File: config.mk
export PLATFORM = sky130hd
export DESIGN_NAME = pulse_train_generator_flat
export DESIGN_NICKNAME = d
export VERILOG_FILES = /design/src/rtl/pulse_train_generator_if.sv /design/src/rtl/pulse_train_generator.sv /design/src/flat_wrapper.sv
export SDC_FILE = /design/constraint.sdc
export NUM_CORES = 1
export LEC_CHECK = 0
export CORE_UTILIZATION = 45
export DETAILED_ROUTE_END_ITERATION = 8
export GPL_TIMING_DRIVEN = 1
export PLACE_DENSITY = 0.63
export SLEW_MARGIN = 10
export SYNTH_ARGS = -nofsm -noshare
export SYNTH_HDL_FRONTEND = slang
export SYNTH_SLANG_ARGS = --single-unit
File: constraint.sdc
create_clock -name clk -period 3.1 [get_ports clk]
set_input_delay 0.31 -clock clk [delete_from_list [all_inputs] [get_ports clk]]
set_output_delay 0.31 -clock clk [all_outputs]
set_load 0.1 [all_outputs]
File: src/rtl/pulse_train_generator_if.sv
// Bus bundle for pulse_train_generator; burst signals exist only when
// SQW_BURST_EN is defined.
interface pulse_train_generator_if #(
  parameter int M_W = 4
);
  logic           i_en;
  logic [M_W-1:0] i_m;
  logic [M_W-1:0] i_n;
  logic           o_w;
  logic           o_period_start;
`ifdef SQW_BURST_EN
  logic [7:0]     i_burst_len;
  logic           o_done;

  modport master (
    output i_en, i_m, i_n, i_burst_len,
    input  o_w, o_period_start, o_done
  );
  modport slave (
    input  i_en, i_m, i_n, i_burst_len,
    output o_w, o_period_start, o_done
  );
`else
  modport master (
    output i_en, i_m, i_n,
    input  o_w, o_period_start
  );
  modport slave (
    input  i_en, i_m, i_n,
    output o_w, o_period_start
  );
`endif
endinterface

File: src/rtl/pulse_train_generator.sv
// Pulse-train generator: w high m*UNIT cycles, low n*UNIT cycles, updates at
// period boundaries only. Optional counted bursts under SQW_BURST_EN.
module pulse_train_generator #(
  parameter int M_W   = 4,
  parameter int UNIT  = 5,
  parameter int CNT_W = 16
) (
  input logic clk,
  input logic reset,
  pulse_train_generator_if.slave bus
);

  typedef enum logic [1:0] {
    IDLE = 2'd0,
    HIGH = 2'd1,
    LOW  = 2'd2
  } state_t;

  state_t           r_state;
  logic [CNT_W-1:0] r_cnt;
  logic [M_W-1:0]   r_n_s;
  logic             r_w;
  logic             r_period_start;

  logic [CNT_W-1:0] w_mTicks;
  logic [CNT_W-1:0] w_nTicks;
  logic [CNT_W-1:0] w_nsTicks;
  state_t           w_bndState;
  logic [CNT_W-1:0] w_bndCnt;
  logic             w_start;
  logic             w_runBoundary;
  logic             w_burstEnd;

  assign w_mTicks  = CNT_W'(bus.i_m) * CNT_W'(UNIT);
  assign w_nTicks  = CNT_W'(bus.i_n) * CNT_W'(UNIT);
  assign w_nsTicks = CNT_W'(r_n_s) * CNT_W'(UNIT);

  // Phase chosen at a period boundary from the live m/n inputs
  always_comb begin
    w_bndState = IDLE;
    w_bndCnt   = '0;
    if (bus.i_m != '0) begin
      w_bndState = HIGH;
      w_bndCnt   = w_mTicks - CNT_W'(1);
    end else if (bus.i_n != '0) begin
      w_bndState = LOW;
      w_bndCnt   = w_nTicks - CNT_W'(1);
    end
  end

  // A running period ends after LOW, or after HIGH when there is no low phase
  assign w_runBoundary = (r_cnt == '0) &&
                         ((r_state == LOW) || ((r_state == HIGH) && (r_n_s == '0)));

`ifdef SQW_BURST_EN
  logic [7:0] r_burst_len;
  logic [7:0] r_burst_cnt;
  logic       r_wait_low;
  logic       r_done;

  assign w_start    = bus.i_en && !r_wait_low;
  assign w_burstEnd = (r_burst_len != 8'd0) && (r_burst_cnt == r_burst_len);
  assign bus.o_done = r_done;
`else
  assign w_start    = bus.i_en;
  assign w_burstEnd = 1'b0;
`endif

  // The high count is loaded straight from m at the boundary, so only the
  // low time needs a shadow copy for the HIGH->LOW transition.
  always_ff @(posedge clk) begin
    if (reset) begin
      r_state        <= IDLE;
      r_cnt          <= '0;
      r_n_s          <= '0;
      r_w            <= 1'b0;
      r_period_start <= 1'b0;
`ifdef SQW_BURST_EN
      r_burst_len    <= 8'd0;
      r_burst_cnt    <= 8'd0;
      r_wait_low     <= 1'b0;
      r_done         <= 1'b0;
`endif
    end else begin
      r_period_start <= 1'b0;
`ifdef SQW_BURST_EN
      r_done <= 1'b0;
      if (!bus.i_en) r_wait_low <= 1'b0;
`endif
      if (r_state == IDLE) begin
        r_w <= 1'b0;
        if (w_start) begin
          r_n_s          <= bus.i_n;
          r_state        <= w_bndState;
          r_cnt          <= w_bndCnt;
          r_w            <= (w_bndState == HIGH);
          r_period_start <= (w_bndState != IDLE);
`ifdef SQW_BURST_EN
          r_burst_len    <= bus.i_burst_len;
          r_burst_cnt    <= 8'd1;
`endif
        end
      end else if (w_runBoundary) begin
        r_n_s <= bus.i_n;
        if (w_burstEnd) begin
          r_state <= IDLE;
          r_cnt   <= '0;
          r_w     <= 1'b0;
`ifdef SQW_BURST_EN
          r_done     <= 1'b1;
          r_wait_low <= 1'b1;
`endif
        end else if (!bus.i_en) begin
          r_state <= IDLE;
          r_cnt   <= '0;
          r_w     <= 1'b0;
        end else begin
          r_state        <= w_bndState;
          r_cnt          <= w_bndCnt;
          r_w            <= (w_bndState == HIGH);
          r_period_start <= (w_bndState != IDLE);
`ifdef SQW_BURST_EN
          if (w_bndState != IDLE) r_burst_cnt <= r_burst_cnt + 8'd1;
`endif
        end
      end else if (r_cnt != '0) begin
        r_cnt <= r_cnt - CNT_W'(1);
      end else begin
        r_state <= LOW;
        r_cnt   <= w_nsTicks - CNT_W'(1);
        r_w     <= 1'b0;
      end
    end
  end

  assign bus.o_w            = r_w;
  assign bus.o_period_start = r_period_start;

endmodule
File: src/flat_wrapper.sv
// flat-port wrapper written by rule: the top's interface ports become plain ports
module pulse_train_generator_flat 
#(
  parameter int M_W   = 4,
  parameter int UNIT  = 5,
  parameter int CNT_W = 16
)
  (clk, reset, bus_i_en, bus_i_m, bus_i_n, bus_o_w, bus_o_period_start);
  pulse_train_generator_if #(.M_W(M_W)) bus_i ();
  input logic clk;
  input logic reset;
  input wire logic [$bits(bus_i.i_en)-1:0] bus_i_en;
  input wire logic [$bits(bus_i.i_m)-1:0] bus_i_m;
  input wire logic [$bits(bus_i.i_n)-1:0] bus_i_n;
  output wire logic [$bits(bus_i.o_w)-1:0] bus_o_w;
  output wire logic [$bits(bus_i.o_period_start)-1:0] bus_o_period_start;
  assign bus_i.i_en = bus_i_en;
  assign bus_i.i_m = bus_i_m;
  assign bus_i.i_n = bus_i_n;
  assign bus_o_w = bus_i.o_w;
  assign bus_o_period_start = bus_i.o_period_start;
  pulse_train_generator #(.M_W(M_W), .UNIT(UNIT), .CNT_W(CNT_W)) u_core (.clk(clk), .reset(reset), .bus(bus_i));
endmodule
==> metrics.txt <==
# TYPE chip_impl_metric gauge
chip_impl_metric{name="share_comb_of_total_power",unit="%"} 60.7
chip_impl_metric{name="finalNonFillerCells",unit=""} 422
chip_impl_info{name="cp_common_cell",value="sky130_fd_sc_hd__inv_1"} 1
chip_impl_metric{name="die_y",unit="µm"} 76.57
chip_impl_metric{name="worst-path-buf-inv",unit=""} 3
chip_impl_info{name="critical-path-top-delay-family",value="compound AO/OA/AOI/OAI gates"} 1
chip_impl_metric{name="grt_pass1_wl",unit="µm"} 10310
chip_impl_metric{name="routed_wire_length_per_instance",unit="µm"} 14.75
chip_impl_metric{name="power.switching_fraction",unit="%"} 44.92
chip_impl_metric{name="fin_crit_sh",unit="%"} 94.62
chip_impl_metric{name="final_cell_area",unit="µm²"} 2968
chip_impl_info{name="yosys-top-cells-area",value="sky130_fd_sc_hd__dfxtp_1 19%, sky130_fd_sc_hd__ha_1 17%, sky130_fd_sc_hd__a21oi_1 6.0%"} 1
chip_impl_metric{name="post-route-worst-setup-slack",unit="ps"} 166.7
chip_impl_metric{name="r2r_cells",unit=""} 10
chip_impl_metric{name="placed_area",unit="µm²"} 2917
chip_impl_info{name="critical_path.cell_chain",value="clkdlybuf4s50_1 -> inv_1 -> fa_1 -> inv_1 -> ha_1 -> nor2b_2 -> o2111ai_2 -> and3_1 -> o21ai_1 -> and2_1 -> o311a_4 -> a211oi_2"} 1
chip_impl_metric{name="seqPwrFrac",unit="%"} 27.6
chip_impl_metric{name="synth_async_sr_flop_share",unit="%"} 0
chip_impl_metric{name="grt_max_degree",unit=""} 19
chip_impl_metric{name="synth_fp_nets",unit=""} 366
chip_impl_metric{name="worst_skew_pair.late_latency",unit="ps"} 270
chip_impl_metric{name="detail_route.iter0.violations",unit=""} 103
chip_impl_metric{name="clock_transition_at_path_regs",unit="ps"} 90
chip_impl_metric{name="gp_routability_congestion",unit=""} 0.8436
chip_impl_metric{name="route.detailed.drc",unit=""} 0
chip_impl_metric{name="postSynthAreaPerCell",unit="µm²"} 7.919
chip_impl_metric{name="dpl_worst_slack",unit="ps"} -237.6
chip_impl_info{name="worst-setup-path-type",value="primary input to flip-flop"} 1
chip_impl_metric{name="grt_pass1_vias",unit=""} 2210
chip_impl_metric{name="timing.reg2reg.setup_slack",unit="ps"} 190
chip_impl_metric{name="hpwl",unit="µm"} 4997
chip_impl_metric{name="layout.filler_cells",unit=""} 481
chip_impl_metric{name="globalRouteTotalUtil",unit="%"} 21.99
chip_impl_info{name="unrepaired_setup_endpoints_after_global_routing",value="no"} 1
chip_impl_metric{name="drv.max_cap_violation_count",unit=""} 0
chip_impl_metric{name="post-synth-top-area-fraction",unit="%"} 19.20
chip_impl_metric{name="detail_route.first_pass.iterations",unit=""} 4
chip_impl_metric{name="area.growth.synth_to_final",unit="%"} 18.60
chip_impl_metric{name="postSynthRegisterBits",unit=""} 24
chip_impl_metric{name="post_cts_buffers",unit=""} 0
chip_impl_metric{name="vias_per_cell",unit=""} 5.481
chip_impl_metric{name="pwr-share-clk",unit="%"} 11.7
chip_impl_metric{name="cts_num_sinks",unit=""} 24
chip_impl_metric{name="syn_warnings",unit=""} 0
chip_impl_metric{name="holdPathStages",unit=""} 2
chip_impl_metric{name="synth_sequential_area_ratio",unit="%"} 19.20
chip_impl_metric{name="gr-total-overflow",unit=""} 0
chip_impl_metric{name="cp.arrival",unit="ps"} 3140
chip_impl_metric{name="ctsHtreeMaxLevel",unit=""} 1
chip_impl_info{name="synth_ff_type",value="sky130_fd_sc_hd__dfxtp_1"} 1
chip_impl_metric{name="cts_hold_repair.buffers",unit=""} 0
chip_impl_metric{name="place.detailed.instances",unit=""} 419
chip_impl_metric{name="antenna_cells",unit=""} 0
chip_impl_metric{name="cp_slowest_stage_delay",unit="ps"} 540
chip_impl_metric{name="p_sw",unit="µW"} 749.3
chip_impl_info{name="crit_path_top_delay_cell",value="sky130_fd_sc_hd__fa_1"} 1
chip_impl_metric{name="finalClockSkew",unit="ps"} 2.164
chip_impl_info{name="cts_tree",value="yes"} 1
chip_impl_info{name="hold_class",value="flip-flop to flip-flop"} 1
chip_impl_info{name="cts_root_buf",value="sky130_fd_sc_hd__clkbuf_8"} 1
chip_impl_metric{name="timing.critical_path.fanout_max",unit=""} 8
chip_impl_metric{name="totalNegativeSetupSlack",unit="ps"} 0
chip_impl_metric{name="drt-total-wl",unit="µm"} 6226
chip_impl_info{name="startpoint_type",value="primary input"} 1
chip_impl_metric{name="antenna_found_initial",unit=""} 0
chip_impl_metric{name="slew_headroom",unit="%"} 35.73
chip_impl_metric{name="synthesis.area",unit="µm²"} 2502
chip_impl_info{name="outcome",value="complete, no violations"} 1
chip_impl_info{name="holdPathEnd",value="u_core.bus.o_w$_SDFFE_PP0P_"} 1
chip_impl_info{name="min_from",value="u_core.bus.o_w$_SDFFE_PP0P_"} 1
chip_impl_metric{name="final-hold-violation-count",unit=""} 0
chip_impl_metric{name="fmax",unit="GHz"} 0.3409
chip_impl_metric{name="total_power",unit="µW"} 1668
chip_impl_metric{name="core.rowCount",unit=""} 26
chip_impl_metric{name="initial_core_util",unit="%"} 47.78
chip_impl_metric{name="p_leak",unit="µW"} 0.001300
chip_impl_info{name="r2r-start",value="u_core.r_n_s[1]$_SDFFE_PP0P_"} 1
chip_impl_metric{name="core-area",unit="µm²"} 5238
chip_impl_metric{name="synthCells",unit=""} 316
chip_impl_metric{name="vdd_ir_drop_max",unit="µV"} 261.7
chip_impl_metric{name="slew_viols_final",unit=""} 0
chip_impl_metric{name="tightestPinTransition",unit="ps"} 961.1
chip_impl_metric{name="final.min_clock_period",unit="ps"} 2933
chip_impl_info{name="synth_common_cells",value="33 x sky130_fd_sc_hd__ha_1, 33 x sky130_fd_sc_hd__nand2_1, 30 x sky130_fd_sc_hd__a21oi_1, 28 x sky130_fd_sc_hd__inv_1, 24 x sky130_fd_sc_hd__dfxtp_1"} 1
chip_impl_metric{name="worst_ep_required_time",unit="ps"} 3300
chip_impl_metric{name="floorplan.die.width",unit="µm"} 76.57
chip_impl_metric{name="yosysUniqueCellTypes",unit=""} 51
chip_impl_metric{name="io_buffer_count",unit=""} 12
chip_impl_metric{name="internal-power",unit="µW"} 919.0
chip_impl_metric{name="final_nets",unit=""} 404
chip_impl_metric{name="via_count",unit=""} 2313
chip_impl_metric{name="cts-root-to-sink-buffers",unit=""} 2
chip_impl_metric{name="final_layout_size_suffix_gt1_share",unit="%"} 15.34
chip_impl_metric{name="synth_edf_count",unit=""} 0
chip_impl_info{name="rr_endpoint",value="u_core.r_cnt[11]$_SDFFE_PP0P_"} 1
chip_impl_metric{name="ant_nets",unit=""} 0
chip_impl_metric{name="power_density",unit="nW/µm²"} 562.1
chip_impl_info{name="endpoint_kind",value="flip-flop"} 1
chip_impl_info{name="synth.largest_area_cell",value="sky130_fd_sc_hd__dfxtp_1"} 1
chip_impl_metric{name="cts_made_buffers",unit=""} 3
chip_impl_metric{name="io_pins",unit=""} 13
chip_impl_metric{name="setup_viol",unit=""} 0
chip_impl_metric{name="design.die.area",unit="µm²"} 5863
==> flip-flops by register name, summed over array words and instances (netlist names) <==
name,flops
u_core.r_state,2
u_core.r_n_s,4
u_core.bus.o_w,1
u_core.r_cnt,16
u_core.bus.o_period_start,1
==> power groups by stage <==
| stage | combinational (µW) | sequential (µW) | clock, µW |
|---|---|---|---|
| 3_3_place_gp | 988 | 463 | 0 |
| 2_1_floorplan | 736 | 469 | 0 |
| 6_report | 1010 | 461 | 195 |
| 3_5_place_dp | 1000 | 465 | 0 |
| 4_1_cts | 1010 | 458 | 197 |
| 5_1_grt | 1130 | 470 | 205 |
==> stage by stage <==
stage	utilization, %	hold WS [ps]
finish	56.67	464.7
global route	56.67	505.8
CTS	56.47	470.1
detailed placement	55.69	452.5
global placement	55.69	445.1
floorplan	-	446.0
==> area by class of cell <==
type                            count  area (µm²)  share of cell area, %
Clock buffer                        3       41.29                  1.391
Timing Repair Buffer               43       365.4                  12.31
Inverter                           28       105.1                  3.541
Sequential cell                    24       480.5                  16.19
Multi-Input combinational cell    254        1888                  63.62
Tap cell                           70       87.58                  2.951
==> what timing repair did <==
action	in CTS	in global routing
gates resized for setup	0	6
setup endpoints to repair	0	9
endpoints found under the hold margin	0	0
==> how the worst max path moves through the flow <==
stage / from / endpoint / slack, ps / cells after the start
detailed placement: bus_i_n[0] / u_core.r_cnt[11]$_SDFFE_PP0P_ / -240 / 12
CTS: bus_i_n[0] / u_core.r_cnt[13]$_SDFFE_PP0P_ / 50 / 12
finish: bus_i_n[0] / u_core.r_cnt[11]$_SDFFE_PP0P_ / 170 / 12
global route: bus_i_n[0] / u_core.r_cnt[11]$_SDFFE_PP0P_ / 2 / 13
global placement: bus_i_n[0] / u_core.r_cnt[11]$_SDFFE_PP0P_ / -170 / 12
floorplan: bus_i_n[0] / u_core.r_cnt[14]$_SDFFE_PP0P_ / 370 / 12
==> metal layers <==
layer	wire length, µm	track usage [%]	vias up
met3	170	1.916	6
met2	3043	38.47	44
met5	0	0	-
met1	2930	28.86	1070
met4	81	5.577	0
li1	-	-	1193
==> logic make-up after synthesis <==
kind of cell / Yosys count / synth area share (%)
AND/OR/NAND/NOR: 101 / 20.35
buffers and inverters: 38 / 5.750
AO/OA/AOI/OAI: 89 / 24.35
XOR/XNOR: 20 / 7.000
adder cells (fa/ha/maj): 39 / 21.30
flip-flops: 24 / 19.20
multiplexers: 5 / 2.050
==> layout by cell type (no fill, tap or decap), types with 2 or more instances in the layout <==
cell	n
sky130_fd_sc_hd__and3_1	3
sky130_fd_sc_hd__o21ai_0	14
sky130_fd_sc_hd__nor3_1	14
sky130_fd_sc_hd__a211oi_2	7
sky130_fd_sc_hd__a31oi_1	3
sky130_fd_sc_hd__clkbuf_8	3
sky130_fd_sc_hd__o21ai_1	2
sky130_fd_sc_hd__nor2b_1	6
sky130_fd_sc_hd__a22oi_1	2
sky130_fd_sc_hd__nor3b_1	2
sky130_fd_sc_hd__nand2_1	33
sky130_fd_sc_hd__fa_1	6
sky130_fd_sc_hd__dfxtp_1	24
sky130_fd_sc_hd__a21o_1	7
sky130_fd_sc_hd__or2_2	3
sky130_fd_sc_hd__o22ai_1	5
sky130_fd_sc_hd__or3_1	2
sky130_fd_sc_hd__nand3b_1	3
sky130_fd_sc_hd__mux2i_1	4
sky130_fd_sc_hd__a21oi_1	30
sky130_fd_sc_hd__a2bb2oi_1	2
sky130_fd_sc_hd__o21a_1	3
sky130_fd_sc_hd__ha_1	33
sky130_fd_sc_hd__xor2_1	7
sky130_fd_sc_hd__nor2_1	22
sky130_fd_sc_hd__xnor2_1	13
sky130_fd_sc_hd__inv_1	27
sky130_fd_sc_hd__buf_4	30
sky130_fd_sc_hd__nand3_1	3
sky130_fd_sc_hd__clkdlybuf4s50_1	12
==> worst register-to-register path, stage by stage, from the launching register on <==
cell and delay (ps):
sky130_fd_sc_hd__dfxtp_1 410, sky130_fd_sc_hd__inv_2 100, sky130_fd_sc_hd__fa_1 490, sky130_fd_sc_hd__ha_1 350, sky130_fd_sc_hd__nor2b_1 150, sky130_fd_sc_hd__o31a_1 270, sky130_fd_sc_hd__o22ai_1 160, sky130_fd_sc_hd__xnor2_1 120
sky130_fd_sc_hd__or3_1 370, sky130_fd_sc_hd__o311a_4 200, sky130_fd_sc_hd__a211oi_2 220
No activity file was read; power rests on OpenSTA's default activity.
